`src/rtl/alternador_pkg.sv`:
```
// Shared definitions for the duplex pump scheduler (alternador_bombas).
// Holds the FSM state encoding, the pump index constants and a helper
// that turns a pump index into its one-hot run command.
package alternador_pkg;

  typedef enum logic [1:0] {
    REPOSO   = 2'd0,
    MARCHA   = 2'd1,
    DESCANSO = 2'd2,
    FALLA    = 2'd3
  } estado_t;

  localparam logic BOMBA_A = 1'b0;
  localparam logic BOMBA_B = 1'b1;

  function automatic logic [1:0] un_caliente(input logic idx);
    return (idx == BOMBA_B) ? 2'b10 : 2'b01;
  endfunction

endpackage

```
`src/rtl/alternador_bombas_temporizador_carga.sv`:
```
// temporizador_carga: loadable down-counter, saturating at zero.
// Used by the pump scheduler for both the minimum run time and the
// minimum rest time.
// Ports:
//   ck       clock, rising edge
//   rst_i    asynchronous active-low reset (count clears to 0)
//   carga_i  load valor_i on this edge (takes precedence over counting)
//   valor_i  value to load
//   cero_o   count is zero (decoded from the register)
module temporizador_carga #(
  parameter int unsigned TMR_W = 16
) (
  input  logic             ck,
  input  logic             rst_i,
  input  logic             carga_i,
  input  logic [TMR_W-1:0] valor_i,
  output logic             cero_o
);

  logic [TMR_W-1:0] cuenta_q, cuenta_d;

  always_comb begin
    cuenta_d = cuenta_q;
    if (carga_i) begin
      cuenta_d = valor_i;
    end else if (cuenta_q != '0) begin
      cuenta_d = cuenta_q - 1'b1;
    end
  end

  always_ff @(posedge ck or negedge rst_i) begin
    if (!rst_i) begin
      cuenta_q <= '0;
    end else begin
      cuenta_q <= cuenta_d;
    end
  end

  assign cero_o = (cuenta_q == '0);

endmodule

```
`src/rtl/alternador_bombas.sv`:
```
// alternador_bombas: duplex pump scheduler between the tank level
// controller and the two pump contactor drivers. Alternates the lead pump
// on every normal stop, enforces minimum run/rest times, fails over to the
// standby pump on overload and latches faults until acknowledged.
// Ports:
//   ck           clock, rising edge
//   rst_i        asynchronous active-low reset
//   demanda_i    fill request
//   falla_i[1:0] per-pump overload/thermal fault, active high
//   ack_i        operator fault acknowledge pulse
//   bomba_o[1:0] pump run commands (one-hot or zero)
//   alarma_o     any latched fault set (or waiting in FALLA)
//   lider_o      current lead pump index
//   arranques_o  per-pump saturating start counters, pump n at
//                [n*CNT_W +: CNT_W]; present only with ALTERNADOR_CONTEO_EN
module alternador_bombas
  import alternador_pkg::*;
#(
  parameter int unsigned T_MIN_ON  = 1000,
  parameter int unsigned T_MIN_OFF = 500,
  parameter int unsigned TMR_W     = 16,
  parameter int unsigned CNT_W     = 16
) (
  input  logic               ck,
  input  logic               rst_i,
  input  logic               demanda_i,
  input  logic [1:0]         falla_i,
  input  logic               ack_i,
  output logic [1:0]         bomba_o,
  output logic               alarma_o,
  output logic               lider_o
`ifdef ALTERNADOR_CONTEO_EN
  ,
  output logic [2*CNT_W-1:0] arranques_o
`endif
);

  if (T_MIN_ON < 1 || T_MIN_OFF < 1 || CNT_W < 1 ||
      ((T_MIN_ON - 1) >> TMR_W) != 0 || ((T_MIN_OFF - 1) >> TMR_W) != 0) begin : g_param_invalido
    $error("alternador_bombas: invalid timing/width parameters");
  end

  localparam logic [TMR_W-1:0] CARGA_ON  = TMR_W'(T_MIN_ON - 1);
  localparam logic [TMR_W-1:0] CARGA_OFF = TMR_W'(T_MIN_OFF - 1);

  estado_t          estado_q, estado_d;
  logic             sel_q, sel_d;
  logic             lider_q, lider_d;
  logic [1:0]       falla_q, falla_d;
  logic [1:0]       sano;
  logic             carga;
  logic [TMR_W-1:0] carga_val;
  logic             cero;

  // Set has priority: a bit only clears when ack arrives with its fault input low.
  assign falla_d = falla_i | (falla_q & ~({2{ack_i}} & ~falla_i));
  assign sano    = ~(falla_q | falla_i);

  temporizador_carga #(
    .TMR_W (TMR_W)
  ) u_tmr (
    .ck      (ck),
    .rst_i   (rst_i),
    .carga_i (carga),
    .valor_i (carga_val),
    .cero_o  (cero)
  );

  always_ff @(posedge ck or negedge rst_i) begin
    if (!rst_i) begin
      estado_q <= REPOSO;
      sel_q    <= BOMBA_A;
      lider_q  <= BOMBA_A;
      falla_q  <= '0;
    end else begin
      estado_q <= estado_d;
      sel_q    <= sel_d;
      lider_q  <= lider_d;
      falla_q  <= falla_d;
    end
  end

  always_comb begin
    estado_d  = estado_q;
    sel_d     = sel_q;
    lider_d   = lider_q;
    carga     = 1'b0;
    carga_val = CARGA_ON;
    case (estado_q)
      REPOSO: begin
        if (demanda_i) begin
          if (sano[lider_q]) begin
            sel_d    = lider_q;
            estado_d = MARCHA;
            carga    = 1'b1;
          end else if (sano[~lider_q]) begin
            sel_d    = ~lider_q;
            estado_d = MARCHA;
            carga    = 1'b1;
          end else begin
            estado_d = FALLA;
          end
        end
      end
      MARCHA: begin
        if (falla_i[sel_q]) begin
          if (sano[~sel_q]) begin
            if (demanda_i) begin
              // Swap in a single edge: the decoded command moves with sel.
              sel_d = ~sel_q;
              carga = 1'b1;
            end else begin
              estado_d  = DESCANSO;
              carga     = 1'b1;
              carga_val = CARGA_OFF;
            end
          end else begin
            estado_d = FALLA;
          end
        end else if (!demanda_i && cero) begin
          estado_d  = DESCANSO;
          lider_d   = ~sel_q;
          carga     = 1'b1;
          carga_val = CARGA_OFF;
        end
      end
      DESCANSO: begin
        if (cero) begin
          estado_d = REPOSO;
        end
      end
      FALLA: begin
        if (|sano) begin
          estado_d = REPOSO;
        end
      end
      default: begin
        estado_d = REPOSO;
      end
    endcase
  end

  always_comb begin
    bomba_o  = (estado_q == MARCHA) ? un_caliente(sel_q) : 2'b00;
    alarma_o = (|falla_q) || (estado_q == FALLA);
    lider_o  = lider_q;
  end

`ifdef ALTERNADOR_CONTEO_EN
  logic [1:0][CNT_W-1:0] arranques_q, arranques_d;
  logic                  arranque;

  assign arranque = ((estado_q == REPOSO) && (estado_d == MARCHA)) ||
                    ((estado_q == MARCHA) && (estado_d == MARCHA) && (sel_d != sel_q));

  always_comb begin
    arranques_d = arranques_q;
    if (arranque && (arranques_q[sel_d] != '1)) begin
      arranques_d[sel_d] = arranques_q[sel_d] + 1'b1;
    end
  end

  always_ff @(posedge ck or negedge rst_i) begin
    if (!rst_i) begin
      arranques_q <= '0;
    end else begin
      arranques_q <= arranques_d;
    end
  end

  assign arranques_o = arranques_q;
`endif

endmodule

```
`config.mk`:
```
export PLATFORM = sky130hd
export DESIGN_NAME = alternador_bombas
export DESIGN_NICKNAME = d
export VERILOG_FILES = /design/src/rtl/alternador_pkg.sv /design/src/rtl/alternador_bombas_temporizador_carga.sv /design/src/rtl/alternador_bombas.sv
export SDC_FILE = /design/constraint.sdc
export NUM_CORES = 1
export LEC_CHECK = 0
export CAP_MARGIN = 20
export CORE_AREA = 2 2 64 66
export CTS_CLUSTER_DIAMETER = 50
export DETAILED_ROUTE_END_ITERATION = 8
export DIE_AREA = 0 0 66 68
export SYNTH_ARGS = -nofsm -noshare
export SYNTH_HDL_FRONTEND = slang
export SYNTH_SLANG_ARGS = --single-unit
```
`constraint.sdc`:
```
create_clock -name ck -period 2.6 [get_ports ck]
set_input_delay 0.52 -clock ck [delete_from_list [all_inputs] [get_ports ck]]
set_output_delay 0.52 -clock ck [all_outputs]
set_load 0.01 [all_outputs]
```
==> out/qor.csv, run 1 <==
metric,value,unit
Sw Ratio,0.434,
fin. max-slew vios,0,
worst-path maximum fanout,13,
Layout Nets,175,
CTS root buf,clkbuf_8,
"Avg Cell Area, Syn",9.63,um^2
Post-Route Skew,4.74,ps
Post-synth top flop,dfrtp_1,
most common cell in the netlist,dfrtp_1,
synthesis-to-finish area growth,13.8,%
# diodes,0,
CP Launch Type,register,
sequential-to-total area share from yosys stat,0.374,
Yosys reg bits,22,
Finished Core Util,0.435,
setup violators final,0,
Pwr per Cell Area,858,nW/um^2
worst reg2reg path depth,6,
Worst Hold Endpoint,falla_q[0]$_DFF_PN0_,
fmax,437,MHz
proportion of layout cells with a drive suffix above 1,0.127,
period utilization,0.880,
Vias,1328,
RSZ-0062 raised after global routing,no,
synthesized area,1470,um^2
Post-CTS Resized,0,
"EDFF count, synth",0,
DR vias/cell,6.18,
worst-margin pin slew,659,ps
Post-DRT Antenna Nets,0,
smallest hold slack,573,ps
largest net degree at the start of global routing,23,
Setup TNS Final,0,ps
Hold Buf Count CTS,0,
ys async rst share,1.00,
grt ovf,0,
net load switching power,0.626,mW
Total GRT Usage,0.186,
Final Hold Fails,0,
DR iter-0 viols,79,
# IOs,10,
leading area contributor after synthesis,dfrtp_1,
first drt pass iteration count,4,
hold_sp,falla_q[0]$_DFF_PN0_,
Worst slew margin,0.558,
status,completed,
"Clk Latency, worst-skew pair",270,ps
r2r startpoint,u_tmr.cuenta_q[0]$_DFFE_PN0P_,
Setup Buffers After CTS,0,
internal power,0.815,mW
Core Rows,23,
fillers,380,
Commonest cells post-synth,"22 x dfrtp_1, 12 x o21ai_0, 11 x nor2_1, 8 x inv_1, 6 x nand3_1",
clock power share,0.149,
Worst R2R End,u_tmr.cuenta_q[14]$_DFFE_PN0P_,
Leak,0.606,nW
crit path kind,reg2out,
Worst setup EP type,output pin,
"CTS clk-pin slew, worst paths",80,ps
Port Buf Inserts,9,
overall routed net length,3.83,mm
Final HPWL DP,2.76,mm
cell count after synthesis,153,
start point of the critical path,estado_q[0]$_DFFE_PN0P_,
Seq pwr share,0.405,
Mapped Nets,161,
reg2reg setup slack,380,ps
Avg WL per Cell,17.8,um
CTS buffer count,3,
CTS tree,done,
Worst Path Required,2080,ps
initial antenna violation count,0,
worst vdd ir,400,uV
gpl congestion,0.854,
Placed Cells,212,
Power Total,1.44,mW
vias in the first global route,1320,
hold path depth,1,
die width,66,um
post-synthesis cell type count,60,
starting density of the core,0.382,
Clock Tree Buf Depth,2,
Layout Cells excl Fill,215,
Total Die Area,4490,um^2
global-route wire length before repair,6.30,mm
CTS H-tree lvls,1,
minimum clock period,2290,ps
core area,3860,um^2
Ys Warns,0,
Sink Count,22,
largest cells by area after synthesis,"dfrtp_1 37%, o21ai_0 4.1%, nor4_4 2.9%",
combinational share of power,0.446,
crit path DAT,1770,ps
Residual DRC,0,
die height,68,um
post-synth top area share,0.374,
max_cap viols,0,
type of the tightest min-delay check,reg2reg,
==> layout make-up <==
cell class,instances,area [um^2],share of cell area
well taps,50,62.6,0.0373
multi-input cells,118,866,0.516
inverters,8,30.0,0.0179
repair buffers,14,128,0.0761
clock buffers,3,41.3,0.0246
flip-flops and latches,22,551,0.328
==> metal layers <==
layer / part of all wire / vias up / GRT usage / routed length, um
met3: 0.039 / 9 / 0.0329 / 148
li1: - / 629 / - / -
met2: 0.49 / 36 / 0.328 / 1900
met5: 0 / - / 0 / 0
met1: 0.45 / 654 / 0.231 / 1710
met4: 0.019 / 0 / 0.0638 / 72
==> critical path, cell delays in order (launching register included) <==
cell             delay [ps]
dfrtp_1                 560
nand2b_1                250
nor2_1                  140
clkdlybuf4s50_1         550
==> flip-flops by register name, summed over array words and instances, names as in the netlist <==
signal and cells:
u_tmr.cuenta_q 16, estado_q 2, falla_q 2, lider_o 1, sel_q 1
==> power groups by stage <==
stage	sequential [mW]	combinational, mW	clock (mW)
after floorplan	0.527	0.492	0
after CTS	0.580	0.642	0.221
after global routing	0.597	0.708	0.236
after detailed placement	0.585	0.635	0
final	0.584	0.642	0.215
after global placement	0.579	0.618	0
==> worst max-delay path by stage <==
stage                                    end  cells after the start
2_1_floorplan  u_tmr.cuenta_q[4]$_DFFE_PN0P_                      5
3_3_place_gp   u_tmr.cuenta_q[4]$_DFFE_PN0P_                      5
3_5_place_dp   u_tmr.cuenta_q[4]$_DFFE_PN0P_                      5
4_1_cts                           bomba_o[0]                      3
5_1_grt                           bomba_o[0]                      3
6_report                          bomba_o[0]                      3
==> cell usage in the layout, fill, tap and decap left out, drive strengths merged, types with 2 or more instances in the layout <==
cell and n:
dfrtp 22, o21ai 13, nor2 11, clkdlybuf4s50 9
inv 8, nand3 6, nor2b 5, nor3 5
o31ai 5, buf 5, nand2 5, a32oi 4
a21oi 4, nand4 4, o311ai 4, a21o 3
or4 3, clkbuf 3, nor4 3, or3 3
a211oi 3, a22o 2, o21a 2, xnor2 2
mux2 2, ha 2, and4 2, and2 2
==> through the flow <==
step                area [um^2]  setup WS, ps
detailed placement         1640           153
floorplan                  1470           669
CTS                        1680           308
global placement           1640           191
finish                     1680           312
global route               1680           196
==> cell families (layout without fill, tap and decap cells) <==
| kind of cell | after synthesis | count (layout) | synth area share |
|---|---|---|---|
| and+or+nand+nor | 55 | 55 | 0.246 |
| AOI/OAI and AO/OA | 55 | 55 | 0.284 |
| DFF | 22 | 22 | 0.374 |
| xor gates and xnor gates | 3 | 3 | 0.0178 |
| buffers and inverters | 13 | 25 | 0.0390 |
| adders and majority gates | 2 | 2 | 0.0170 |
| muxes | 3 | 3 | 0.0221 |
No activity file was read; power rests on OpenSTA's default activity.
==> run 2: changes to the inputs <==
Clock period 2.6 ns to 1.85 ns, I/O delays scaled along.
==> out/qor.csv, run 2 (synthesis results as in run 1) <==
metric,value,unit,change
DR vias/cell,5.75,,-6.9%
initial antenna violation count,0,,unchanged
crit path DAT,1930,ps,+160 ps
"CTS clk-pin slew, worst paths",80,ps,about the same
Hold Buf Count CTS,0,,unchanged
Sink Count,22,,unchanged
worst-path maximum fanout,6,,-7
die height,68,um,unchanged
global-route wire length before repair,6.49,mm,+3.1%
CTS buffer count,3,,unchanged
most frequent cells in the layout,"38 x buf_4, 21 x dfrtp_1, 12 x o21ai_0",,
CTS H-tree lvls,1,,unchanged
fin. max-slew vios,0,,unchanged
proportion of layout cells with a drive suffix above 1,0.353,,+0.226
Residual DRC,0,,unchanged
Total GRT Usage,0.188,,+0.00184
"Most flops, register",u_tmr.cuenta_q,,
fmax,559,MHz,
Avg WL per Cell,15.7,um,-12%
type of the tightest min-delay check,in2async,,
max_cap viols,0,,unchanged
status,completed,,
"Largest delay share family, worst path",compound AO/OA/AOI/OAI gates,,
Final Hold Fails,0,,unchanged
Worst setup EP type,register,,
Buf/Inv on CP,2,,+1
minimum clock period,1790,ps,
die width,66,um,unchanged
overall routed net length,3.98,mm,+3.9%
pre-CTS setup slack,-299,ps,-452 ps
"Clk Latency, worst-skew pair",260,ps,about the same
Post-Route Skew,6.05,ps,+1.31 ps
period utilization,0.966,,
# IOs,10,,unchanged
gpl congestion,0.829,,-3.0%
Pwr per Cell Area,1160,nW/um^2,+36%
slowest CP cell,dfrtp_1,,
worst vdd ir,692,uV,+73%
Layout Nets,214,,+22%
Largest regs,"u_tmr.cuenta_q x16, estado_q x2, falla_q x2",,
vias in the first global route,1436,,+8.8%
CTS tree,done,,
Port Buf Inserts,9,,unchanged
Leak,0.828,nW,+37%
Clock Tree Buf Depth,2,,unchanged
CP peak stage delay,450,ps,-110 ps
Largest register FFs,16,,unchanged
# diodes,0,,unchanged
Vias,1460,,+9.9%
cells along the critical path,buf_4 > mux2i_1 > o41a_1 > buf_4 > o21ai_4 > a311o_1,,
Setup TNS Final,0,ps,unchanged
fillers,355,,-6.6%
Total Die Area,4490,um^2,unchanged
Final HPWL DP,2.93,mm,+5.9%
Worst slew margin,0.701,,+0.144
Core Rows,23,,unchanged
first drt pass iteration count,4,,unchanged
worst-margin pin slew,448,ps,-210 ps
CP Launch Type,register,,
setup violators final,0,,unchanged
Post-DRT Antenna Nets,0,,unchanged
final worst-path setup slack,62.6,ps,-249 ps
starting density of the core,0.382,,unchanged
crit path kind,reg2reg,,
CTS root buf,clkbuf_8,,
DR iter-0 viols,42,,-47%
Worst Path Required,2000,ps,-80 ps
"leading cell type in the layout, fill and taps excluded",buf_4,,
synthesis-to-finish area growth,41.9,%,
most frequent CP cell,buf_4,,
core area,3860,um^2,unchanged
largest net degree at the start of global routing,23,,unchanged
grt ovf,0,,unchanged
## run 2: changes by cell type in the layout (fill, tap and decap cells not counted), sizes merged
| cell | before | now |
|---|---|---|
| buf | 5 | 44 |
| clkdlybuf4s50 | 9 | 4 |
| dlygate4sd2 | 0 | 4 |
| dlymetal6s2s | 0 | 1 |
## run 2: metal layers
metal	track usage	vias to the layer above	share of wire
met5	0	-	0
met3	0.0263	2	0.037
met2	0.356	27	0.54
met4	0.0612	0	0.0048
li1	-	704	-
met1	0.218	727	0.42
## run 2: worst register-to-register path: stages (launching register included)
cell and delay [ps]:
dfrtp_1 450, buf_4 180, mux2i_1 250, o41a_1 230, buf_4 130, o21ai_4 80, a311o_1 370
## run 2: layout make-up
cell class	instances	area [um^2]	share of cell area
multi-input cells	118	957	0.458
well taps	50	62.6	0.0299
flip-flops and latches	22	552	0.264
clock buffers	3	41.3	0.0197
inverters	8	30.0	0.0144
repair buffers	53	449	0.215
## run 2: per-stage QoR
stage	hold WS, ps	area (um^2)	util	std cells	power, mW
final	454	2090	0.543	254	2.44
after global routing	481	2090	0.543	254	2.62
after CTS	466	1980	0.514	250	2.31
after detailed placement	566	1900	0.492	244	2.00
after global placement	553	1900	0.492	244	1.98
after floorplan	74.4	1480	-	153	1.44
## run 2: timing repair
item,in CTS,in global routing
pin swaps,3,4
buffers inserted,3,4
setup endpoints to repair,9,16
resized for setup,9,19
## run 2: path summary, 6_finish.rpt
kind | endpoint | slack, ps | start | depth (start not counted)
max reg2reg | u_tmr.cuenta_q[6]$_DFFE_PN0P_ | 60 | sel_q$_DFFE_PN0P_ | 6
min in group ck | falla_q[1]$_DFF_PN0_ | 570 | falla_q[1]$_DFF_PN0_ | 1
max in group asynchronous | falla_q[1]$_DFF_PN0_ | 1130 | rst_i | 2
min | u_tmr.cuenta_q[5]$_DFFE_PN0P_ | 450 | rst_i | 2
max | u_tmr.cuenta_q[6]$_DFFE_PN0P_ | 60 | sel_q$_DFFE_PN0P_ | 6
min reg2reg | falla_q[1]$_DFF_PN0_ | 570 | falla_q[1]$_DFF_PN0_ | 1
## run 2: power by group
part / switching, mW / total, mW / internal [mW]
logic: 0.688 / 1.37 / 0.685
clock network: 0.152 / 0.297 / 0.145
registers: 0.154 / 0.765 / 0.611
==> run 3: changes to the inputs <==
Settings changed: CORE_AREA 2 2 64 66 to 2 2 57 59, DIE_AREA 0 0 66 68 to 0 0 59 61, PLACE_DENSITY set to 0.72.
==> out/qor.csv, run 3 (synthesis results as in run 1) <==
metric,value,unit,change
type of the tightest min-delay check,in2async,,
clock power share,0.098,,-0.024
Layout Nets,208,,-2.8%
pre-CTS setup slack,-330,ps,-30.7 ps
net load switching power,0.970,mW,-2.3%
Worst Path Required,2050,ps,+50 ps
internal power,1.32,mW,-8.3%
worst vdd ir,684,uV,-1.1%
Worst setup EP type,register,,
design area,1970,um^2,-5.9%
smallest hold slack,392,ps,-62.8 ps
"CTS clk-pin slew, worst paths",140,ps,+60 ps
Total GRT Usage,0.231,,+0.0431
Post-Route Skew,18.5,ps,+12.5 ps
Power Total,2.29,mW,-5.9%
max_cap viols,0,,unchanged
"Clk Latency, worst-skew pair",310,ps,+50 ps
overall routed net length,4.03,mm,+1.3%
fin. max-slew vios,0,,unchanged
Clock Tree Buf Depth,2,,unchanged
combinational share of power,0.568,,+0.004
Leak,0.776,nW,-6.2%
Sw Ratio,0.423,,+0.0153
Total Die Area,3600,um^2,-20%
die width,59,um,-11%
core area,2950,um^2,-23%
Residual DRC,0,,unchanged
CP Launch Type,register,,
Core Rows,20,,-13%
Port Buf Inserts,9,,unchanged
Avg WL per Cell,17.5,um,+11%
# IOs,10,,unchanged
Register Area,551,um^2,-0.23%
Seq pwr share,0.334,,+0.020
vias in the first global route,1361,,-5.2%
Final HPWL DP,2.81,mm,-3.9%
CTS buffer count,3,,unchanged
Worst slew margin,0.681,,-0.0206
DR vias/cell,6.22,,+8.2%
Final Hold Fails,0,,unchanged
CTS H-tree lvls,1,,unchanged
largest net degree at the start of global routing,23,,unchanged
first drt pass iteration count,4,,unchanged
grt ovf,0,,unchanged
minimum clock period,1810,ps,+23.3 ps
fillers,238,,-33%
Sink Count,22,,unchanged
area of the multi-input gates,941,um^2,-1.7%
crit path kind,reg2reg,,
status,completed,,
global-route wire length before repair,6.27,mm,-3.5%
starting density of the core,0.499,,+0.117
synthesis-to-finish area growth,33.5,%,
Placed Cells,222,,-9.0%
proportion of layout cells with a drive suffix above 1,0.328,,-0.0247
period utilization,0.979,,+0.0126
DR iter-0 viols,65,,+55%
RSZ-0062 raised after global routing,yes,,
CTS tree,done,,
Post-DRT Antenna Nets,0,,unchanged
CTS root buf,clkbuf_4,,
worst-margin pin slew,479,ps,+30.9 ps
worst-path maximum fanout,4,,-2
"Most flops, register",u_tmr.cuenta_q,,
fmax,552,MHz,-1.3%
crit path DAT,2010,ps,+80 ps
setup violators final,0,,unchanged
Largest register FFs,16,,unchanged
gpl congestion,0.917,,+11%
Vias,1437,,-1.6%
"leading cell type in the layout, fill and taps excluded",buf_4,,
final worst-path setup slack,39.3,ps,-23.3 ps
# diodes,0,,unchanged
initial antenna violation count,0,,unchanged
Setup TNS Final,0,ps,unchanged
most frequent cells in the layout,"35 x buf_4, 22 x dfrtp_1, 11 x nor2_1, 11 x o21ai_0",,
dpl cell area,1830,um^2,-3.8%
die height,61,um,-10%
Layout Cells excl Fill,231,,-9.1%
Finished Core Util,0.667,,+0.124
Pwr per Cell Area,1160,nW/um^2,about the same
Largest regs,"u_tmr.cuenta_q x16, estado_q x2, falla_q x2",,
run 3: final cells by class:
type,count,share of cell area
sequential,22,0.280
clock buffer,3,0.0114
inverter,8,0.0153
tap,33,0.0210
multi-input combinational,118,0.478
timing repair buffer,47,0.195
run 3: worst paths after layout:
kind                                                start                        endpoint  slack (ps)  cells after the start
hold reg to reg            u_tmr.cuenta_q[10]$_DFFE_PN0P_  u_tmr.cuenta_q[10]$_DFFE_PN0P_         580                      2
hold / removal                                      rst_i  u_tmr.cuenta_q[13]$_DFFE_PN0P_         390                      2
max in group asynchronous                           rst_i             lider_o$_DFFE_PN0P_        1200                      2
setup reg to reg                        sel_q$_DFFE_PN0P_   u_tmr.cuenta_q[4]$_DFFE_PN0P_          40                      5
min in group ck            u_tmr.cuenta_q[10]$_DFFE_PN0P_  u_tmr.cuenta_q[10]$_DFFE_PN0P_         580                      2
setup / recovery                        sel_q$_DFFE_PN0P_   u_tmr.cuenta_q[4]$_DFFE_PN0P_          40                      5
run 3: repair_timing:
action	in CTS	in global routing
hold buffers	0	0
pin swaps	1	9
gates resized for setup	5	17
endpoints found under the setup margin	11	17
setup buffers	2	4
run 3: critical path, stage by stage, from the launching register on:
cell	delay (ps)
dfrtp_1	410
buf_6	130
or4b_4	540
a211oi_4	320
a21oi_2	80
a32o_1	230
run 3: power groups by stage:
| stage | sequential (mW) | combinational, mW | clock [mW] |
|---|---|---|---|
| after floorplan | 0.745 | 0.697 | 0 |
| after detailed placement | 0.770 | 1.15 | 0 |
| after CTS | 0.754 | 1.18 | 0.223 |
| after global placement | 0.766 | 1.12 | 0 |
| final | 0.765 | 1.30 | 0.226 |
| after global routing | 0.782 | 1.42 | 0.239 |
run 3: routing by layer:
metal | track usage | vias to the layer above | wire length [um]
met1 | 0.333 | 707 | 1940
met4 | 0.0422 | 0 | 12
met5 | 0 | - | 0
li1 | - | 696 | -
met2 | 0.379 | 32 | 1950
met3 | 0.0256 | 2 | 140
